<file path="src/rtl/rle_pkg.sv">
// rtl/rle_pkg.sv - shared state encoding and width helpers for the run-length encoder
package rle_pkg;

    typedef enum logic [1:0] {
        IDLE  = 2'd0,
        RUN   = 2'd1,
        FLUSH = 2'd2
    } state_e;

    // Token layout on the holding register: {symbol, run_length, last}
    function automatic int tok_w(input int data_w, input int cnt_w);
        return data_w + cnt_w;
    endfunction

    function automatic int max_run(input int cnt_w);
        return (1 << cnt_w) - 1;
    endfunction

endpackage

</file>
<file path="src/rtl/rle_token_reg.sv">
// rtl/rle_token_reg.sv - single-entry output holding register with load port and valid/ready drain
module rle_token_reg #(
    parameter int W = 17
) (
    input  logic         clk,
    input  logic         rst,
    input  logic         load_i,
    input  logic [W-1:0] load_data_i,
    input  logic         ready_i,
    output logic         valid_o,
    output logic [W-1:0] data_o
);

    logic         valid_q;
    logic [W-1:0] data_q;

    // A load in the same cycle as a drain wins, so valid stays high.
    always_ff @(posedge clk) begin
        if (rst) begin
            valid_q <= 1'b0;
            data_q  <= '0;
        end else if (load_i) begin
            valid_q <= 1'b1;
            data_q  <= load_data_i;
        end else if (ready_i) begin
            valid_q <= 1'b0;
        end
    end

    assign valid_o = valid_q;
    assign data_o  = data_q;

endmodule

</file>
<file path="src/rtl/rle_encoder_p.sv">
// rtl/rle_encoder_p.sv - streaming run-length encoder with max-run split and last flush; RLE_STATS_EN adds counters
module rle_encoder_p
    import rle_pkg::*;
#(
    parameter int DATA_W = 8,
    parameter int CNT_W  = 8
) (
    input  logic              clk,
    input  logic              rst,
    input  logic              in_valid,
    output logic              in_ready,
    input  logic [DATA_W-1:0] in_data,
    input  logic              in_last,
    output logic              out_valid,
    input  logic              out_ready,
    output logic [DATA_W-1:0] out_data,
    output logic [CNT_W-1:0]  out_cnt,
`ifdef RLE_STATS_EN
    output logic [31:0]       stat_syms,
    output logic [31:0]       stat_toks,
`endif
    output logic              out_last
);

    localparam int              TOK_W   = tok_w(DATA_W, CNT_W);
    localparam logic [CNT_W-1:0] MAX_RUN = CNT_W'(max_run(CNT_W));

    state_e              state_q, state_d;
    logic [DATA_W-1:0]   run_data_q, run_data_d;
    logic [CNT_W-1:0]    run_cnt_q, run_cnt_d;

    logic                slot_free;
    logic                in_xfer;
    logic                extend;
    logic                tok_load;
    logic [DATA_W-1:0]   tok_data;
    logic [CNT_W-1:0]    tok_cnt;
    logic                tok_last;
    logic [TOK_W:0]      tok_q;

    assign slot_free = !out_valid || out_ready;
    assign in_ready  = !rst && (state_q != FLUSH) && slot_free;
    assign in_xfer   = in_valid && in_ready;
    assign extend    = (in_data == run_data_q) && (run_cnt_q < MAX_RUN);

    always_comb begin
        state_d    = state_q;
        run_data_d = run_data_q;
        run_cnt_d  = run_cnt_q;
        tok_load   = 1'b0;
        tok_data   = '0;
        tok_cnt    = '0;
        tok_last   = 1'b0;
        case (state_q)
            IDLE: begin
                if (in_xfer) begin
                    run_data_d = in_data;
                    run_cnt_d  = CNT_W'(1);
                    if (in_last) begin
                        tok_load = 1'b1;
                        tok_data = in_data;
                        tok_cnt  = CNT_W'(1);
                        tok_last = 1'b1;
                    end else begin
                        state_d = RUN;
                    end
                end
            end
            RUN: begin
                if (in_xfer) begin
                    if (extend && in_last) begin
                        tok_load = 1'b1;
                        tok_data = run_data_q;
                        tok_cnt  = run_cnt_q + CNT_W'(1);
                        tok_last = 1'b1;
                        state_d  = IDLE;
                    end else if (extend) begin
                        run_cnt_d = run_cnt_q + CNT_W'(1);
                    end else begin
                        // Symbol change and max-run split share this one token.
                        tok_load   = 1'b1;
                        tok_data   = run_data_q;
                        tok_cnt    = run_cnt_q;
                        run_data_d = in_data;
                        run_cnt_d  = CNT_W'(1);
                        if (in_last) begin
                            state_d = FLUSH;
                        end
                    end
                end
            end
            FLUSH: begin
                if (slot_free) begin
                    tok_load = 1'b1;
                    tok_data = run_data_q;
                    tok_cnt  = run_cnt_q;
                    tok_last = 1'b1;
                    state_d  = IDLE;
                end
            end
            default: state_d = IDLE;
        endcase
    end

    always_ff @(posedge clk) begin
        if (rst) begin
            state_q    <= IDLE;
            run_data_q <= '0;
            run_cnt_q  <= '0;
        end else begin
            state_q    <= state_d;
            run_data_q <= run_data_d;
            run_cnt_q  <= run_cnt_d;
        end
    end

    rle_token_reg #(
        .W(TOK_W + 1)
    ) u_tok (
        .clk        (clk),
        .rst        (rst),
        .load_i     (tok_load),
        .load_data_i({tok_data, tok_cnt, tok_last}),
        .ready_i    (out_ready),
        .valid_o    (out_valid),
        .data_o     (tok_q)
    );

    assign out_data = tok_q[TOK_W:CNT_W+1];
    assign out_cnt  = tok_q[CNT_W:1];
    assign out_last = tok_q[0];

`ifdef RLE_STATS_EN
    logic [31:0] stat_syms_q;
    logic [31:0] stat_toks_q;

    always_ff @(posedge clk) begin
        if (rst) begin
            stat_syms_q <= '0;
            stat_toks_q <= '0;
        end else begin
            if (in_xfer) begin
                stat_syms_q <= stat_syms_q + 32'd1;
            end
            if (out_valid && out_ready) begin
                stat_toks_q <= stat_toks_q + 32'd1;
            end
        end
    end

    assign stat_syms = stat_syms_q;
    assign stat_toks = stat_toks_q;
`endif

endmodule

</file>
<file path="config.mk">
export PLATFORM = sky130hd
export DESIGN_NAME = rle_encoder_p
export DESIGN_NICKNAME = d
export VERILOG_FILES = /design/src/rtl/rle_pkg.sv /design/src/rtl/rle_token_reg.sv /design/src/rtl/rle_encoder_p.sv
export SDC_FILE = /design/constraint.sdc
export NUM_CORES = 1
export LEC_CHECK = 0
export ABC_CLOCK_PERIOD_IN_PS = 1780
export CAP_MARGIN = 20
export CORE_ASPECT_RATIO = 1.2
export CORE_UTILIZATION = 56
export CTS_BUF_LIST = sky130_fd_sc_hd__clkbuf_16
export DETAILED_ROUTE_END_ITERATION = 6
export DONT_BUFFER_PORTS = 1
export PLACE_DENSITY = 0.71
export SLEW_MARGIN = 20
export SYNTH_ARGS = -nofsm -noshare
export SYNTH_HDL_FRONTEND = slang
export SYNTH_SLANG_ARGS = --single-unit
</file>
<file path="constraint.sdc">
create_clock -name clk -period 1.78 [get_ports clk]
set_clock_uncertainty 0.05 [all_clocks]
set_input_delay 0.445 -clock clk [delete_from_list [all_inputs] [get_ports clk]]
set_output_delay 0.445 -clock clk [all_outputs]
set_load 0.05 [all_outputs]
</file>
Yosys cells after proc, flatten, opt, wreduce, memory -nomap -nowiden
Cells that the tools add are included.
{"block": "totals", "word_cells": 77, "input_bits": 13, "output_inout_bits": 19, "reg_bits": 36}
{"block": "op_classes", "n_addsub": 1, "n_eq_ne": 12, "muxes": 44, "n_lt_le_gt_ge": 1, "reduce_logical": 14}
{"operator": "$mux 8", "count": 18}
{"operator": "$pmux 8 s3", "count": 2}
{"operator": "$pmux 8 s2", "count": 2}
{"operator": "$mux 2", "count": 7}
{"operator": "$ne 2x2->1 const B", "count": 7}
{"operator": "$mux 1", "count": 12}
{"operator": "$add 8x1->8 const B", "count": 1}
{"operator": "$eq 8x8->1", "count": 1}
{"operator": "$lt 8x8->1 const B", "count": 1}
{"operator": "$ne 3x3->1 const B", "count": 2}
{"operator": "$pmux 1 s3", "count": 2}
{"operator": "$pmux 2 s3", "count": 1}
{"operator": "$reduce_and 6->1", "count": 1}
{"operator": "$logic_and 1x1->1", "count": 5}
{"operator": "$reduce_and 5->1", "count": 1}
{"operator": "$reduce_and 4->1", "count": 1}
{"operator": "$reduce_bool 2->1", "count": 2}
{"operator": "$eq 2x1->1 const B", "count": 1}
{"operator": "$eq 2x2->1 const B", "count": 1}
{"operator": "$logic_not 1->1", "count": 2}
{"operator": "$logic_not 2->1", "count": 1}
{"operator": "$logic_or 1x1->1", "count": 1}

Logic depth before layout (Yosys ltp)
{"block": "depth", "word_depth": 7, "ltp_mapped": 8, "depth_no_buf": 7}

Modules after synthesis
From an unflattened synthesis, not the netlist that was laid out.
{"block": "unflattened", "hier_cells": 218, "hier_area_um2": 1919.3}
{"module": "rle_encoder_p", "cells_per_inst": 159, "seq_area_each_um2": 360.3, "n_inst": 1, "area_each_um2": 1268.7}
{"module": "rle_token_reg", "cells_per_inst": 59, "seq_area_each_um2": 360.3, "n_inst": 1, "area_each_um2": 650.6}

Least setup slack after synthesis
No wires, ideal clock.
{"block": "synth_timing", "path_kind": "input port to output port", "startpoint": "input port rst", "endpoint": "output port in_ready", "cell_stages": 3, "required_ns": 1.285, "n_path_buf": 2, "arrival_time_ns": 1.865, "path_slack_ns": -0.580, "cell_sequence": "buf_6 clkbuf_1 nor3_1"}
{"block": "synth_between", "elab_chain_cells": 3}
{"item": "start: declaration", "line_no": "rle_encoder_p.sv:9", "rtl": "input logic rst,"}
{"item": "$logic_not 1->1", "line_no": "rle_encoder_p.sv:42", "rtl": "assign in_ready = !rst && (state_q != FLUSH) && slot_free;"}
{"item": "$logic_and 1x1->1 (2 in series)", "line_no": "rle_encoder_p.sv:42"}
{"item": "end: declaration", "line_no": "rle_encoder_p.sv:11", "rtl": "output logic in_ready,"}
No other way between the ends.

Worst setup path after layout
{"block": "layout_timing", "startpoint": "register run_cnt_q[5]", "endpoint": "register run_cnt_q[6]"}
{"block": "layout_between", "elab_chain_cells": 6, "elab_cells_between_ends": 10, "cone_classes": "add/sub (1); order compare (1); eq/ne (1); mux (4); reduce/logical (3)"}
{"item": "start: declaration", "line_no": "rle_encoder_p.sv:30", "rtl": "logic [CNT_W-1:0] run_cnt_q, run_cnt_d;"}
{"item": "start signal: assignment", "line_no": "rle_encoder_p.sv:113", "rtl": "run_cnt_q <= run_cnt_d;"}
{"item": "$lt 8x8->1", "line_no": "rle_encoder_p.sv:44", "rtl": "assign extend = (in_data == run_data_q) && (run_cnt_q < MAX_RUN);"}
{"item": "$logic_and 1x1->1", "line_no": "rle_encoder_p.sv:44"}
{"item": "$mux 8", "line_no": "rle_encoder_p.sv:77", "rtl": "end else if (extend) begin"}
{"item": "$mux 8", "line_no": "rle_encoder_p.sv:71", "rtl": "if (extend && in_last) begin"}
{"item": "$mux 8", "line_no": "rle_encoder_p.sv:70", "rtl": "if (in_xfer) begin"}
{"item": "$pmux 8 s2", "line_no": "rle_encoder_p.sv:54", "rtl": "case (state_q)"}
Parallel ways exist; a longest one is shown, timed or not. The select of a mux whose other input is x is not followed.
A chain may end at the register's enable or synchronous reset.

==> out/summary.txt <==
I/O Buffers = 0
synthesized net count = 237
Reg area = 741 µm²
clock sink count = 36
DR pass1 iterations = 4
Reg power frac = 0.419
Post-Synth Adder-Cell Area = 0.00633
Worst-Skew Late Latency = 0.28 ns
Final WS setup = -0.00117 ns
internal power = 1.62 mW
Setup-failing EPs final = 1
Most used DFF post-synth = dfxtp_1
drc violations = 0
crit path launch type = register
antenna-violating nets left = 0
first-pass GRT wire length = 8940 µm
Simple-Gate Fraction of Synth Area = 0.262
Detailed Route WL = 5710 µm
xor/xnor share of the synthesized area = 0.0576
pin count of the biggest net entering global routing = 30
commonest non-fill, non-tap cell in the layout = buf_4
Gate Count Post-Synth = 223
Mean Syn Cell Area = 8.87 µm²
CTS tree = built
setup TNS = -0.00117 ns
core area = 3370 µm²
vias per cell = 6.35
area occupied by multi-input gates = 1350 µm²
fraction of registers with async set/reset = 0
clock buffer depth = 2
mux share of post-synthesis cell area = 0.0455
full die area = 3770 µm²
power share of the clock group = 0.455
arrival time at the worst endpoint = 1.95 ns
vias in the first global route = 1886
most frequent cells in the layout = 46 x buf_4, 33 x nor2_1, 24 x dfxtp_1, 13 x nand2_1, 10 x dfxtp_2
critical path peak fanout = 5
Routed WL per cell = 18.6 µm
Die Ht = 67.1 µm
htree depth = 2
Post-Place Worst Slack = -0.187 ns
Hold Crit Class = in2reg
ANT cells = 0
Worst-path clk slew = 0.05 ns
Post-synth EDFFs = 0
fill count = 213
Post-Syn Area = 1980 µm²
I/O pin count = 32
Max-Cap Viols = 0
Fin. Hold Viols = 0
final critical-path required period = 1.78 ns
sw power = 0.525 mW
FP Rows = 23
detailed placement HPWL = 3920 µm
initial antenna violation count = 0
Worst Setup End Kind = register
die width = 56.3 µm
CTS Root Cell = clkbuf_16
share of layout cells above drive strength 1 = 0.426
GPL Wtd Cong = 0.916
cts bufs inserted = 5
Cell variety after synth = 59
final net count = 283
final worst-path cycle share = 1.00
end-of-flow core utilization = 0.813
Worst-Margin Slew = 0.522 ns
worst setup path class = reg2reg
register area share after synthesis = 0.364
PwrDens = 783 nW/µm²
status = finished, violations left
area grow syn2layout = 38.5%
Initial Utilization = 0.588
unrepaired setup endpoints after global routing = true
Post-Layout Inst Area = 2740 µm²
switching share of power = 0.245
GRT Overall Usage = 0.312
area post-placement = 2340 µm²
#FFs+latches synth = 36
Vias = 1949
largest family of logic cells by synthesized area = simple AND/OR/NAND/NOR gates
gr ovfl total = 0
relative slew slack = 0.651
1st-iter DRT viols = 148
fin. max-slew vios = 0
fin cells = 307
Compound-Gate Fraction of Synth Area = 0.216
Inst Count DP = 294
cell leakage power = 1.02 nW
Comb pwr share = 0.126
Data required, critical path = 1.94 ns
VDD IR-drop max = 0.824 mV
max frequency = 561 MHz
failing checks = negative setup slack
Syn. warnings = 0
-- synth_stat cells (4+ instances only) --
cell / count / share of area
nor2_1: 33 / 0.063
mux2i_1: 9 / 0.046
a22oi_1: 9 / 0.034
nand3_1: 4 / 0.010
clkbuf_1: 5 / 0.0095
a21oi_1: 9 / 0.023
a221o_1: 9 / 0.046
nor3_1: 6 / 0.015
o21ai_0: 5 / 0.013
dfxtp_1: 36 / 0.36
xnor2_1: 12 / 0.053
or2_1: 4 / 0.013
nor4_1: 4 / 0.013
nand2_1: 13 / 0.025
-- critical path: stages, from the launching register on --
cell and delay (ns):
dfxtp_1 0.36, nand4_1 0.21, nor2_4 0.27, buf_6 0.14
o31ai_4 0.08, buf_4 0.15, or3_1 0.31, a21oi_1 0.14
-- stage by stage --
step,hold slack (ns),power (mW)
after floorplan,0.406,1.08
after global placement,0.422,1.14
after detailed placement,0.430,1.14
after CTS,0.170,2.13
after global routing,0.162,2.22
final,0.175,2.15
-- layout make-up --
class | instances | area share
clock buffer | 5 | 0.0457
multi-input combinational | 171 | 0.491
clock inverter | 3 | 0.0137
timing repair buffer | 53 | 0.159
tap | 37 | 0.0169
inverter | 2 | 0.00274
sequential | 36 | 0.270
-- final timing paths --
kind | startpoint | end | slack (ns) | cells after the start
worst min-delay path | rst | run_data_q[3] | 0.18 | 1
worst max register to register | run_cnt_q[5] | run_cnt_q[6] | -0.001 | 7
worst min register to register | state_q[1] | state_q[0] | 0.46 | 1
worst max-delay path | run_cnt_q[5] | run_cnt_q[6] | -0.001 | 7
-- power groups by stage --
stage,Clock [mW],Sequential (mW),Combinational (mW)
2_1_floorplan,0,0.922,0.161
3_3_place_gp,0,0.909,0.227
3_5_place_dp,0,0.910,0.234
4_1_cts,0.982,0.896,0.249
5_1_grt,1.03,0.903,0.289
6_report,0.976,0.900,0.270
-- what timing repair did --
action / CTS / global route
pin swaps: 5 / 21
gates resized for setup: 16 / 33
setup endpoints to repair: 25 / 29
hold buffers: 0 / 0
setup buffers: 4 / 1
-- flip-flops by register name, indices dropped and copies added, names as in the netlist --
name           flops
state_q            2
u_tok.valid_o      1
u_tok.data_o      17
run_data_q         8
run_cnt_q          8
-- per-layer routing --
layer / share of wire / GRT usage / vias up
li1: - / - / 906
met1: 0.39 / 0.343 / 942
met2: 0.51 / 0.557 / 83
met3: 0.067 / 0.0738 / 18
met4: 0.032 / 0.171 / 0
met5: 0 / 0 / -
-- logic make-up (layout without fill, tap and decap cells) --
logic type / Yosys count / in the layout
mux: 9 / 9
fa+ha+maj: 1 / 1
simple gates: 95 / 95
compound gates: 53 / 53
xor+xnor: 13 / 13
flops: 36 / 36
buf+inv: 16 / 63
Note: power is estimated with default switching activity, not from simulation.
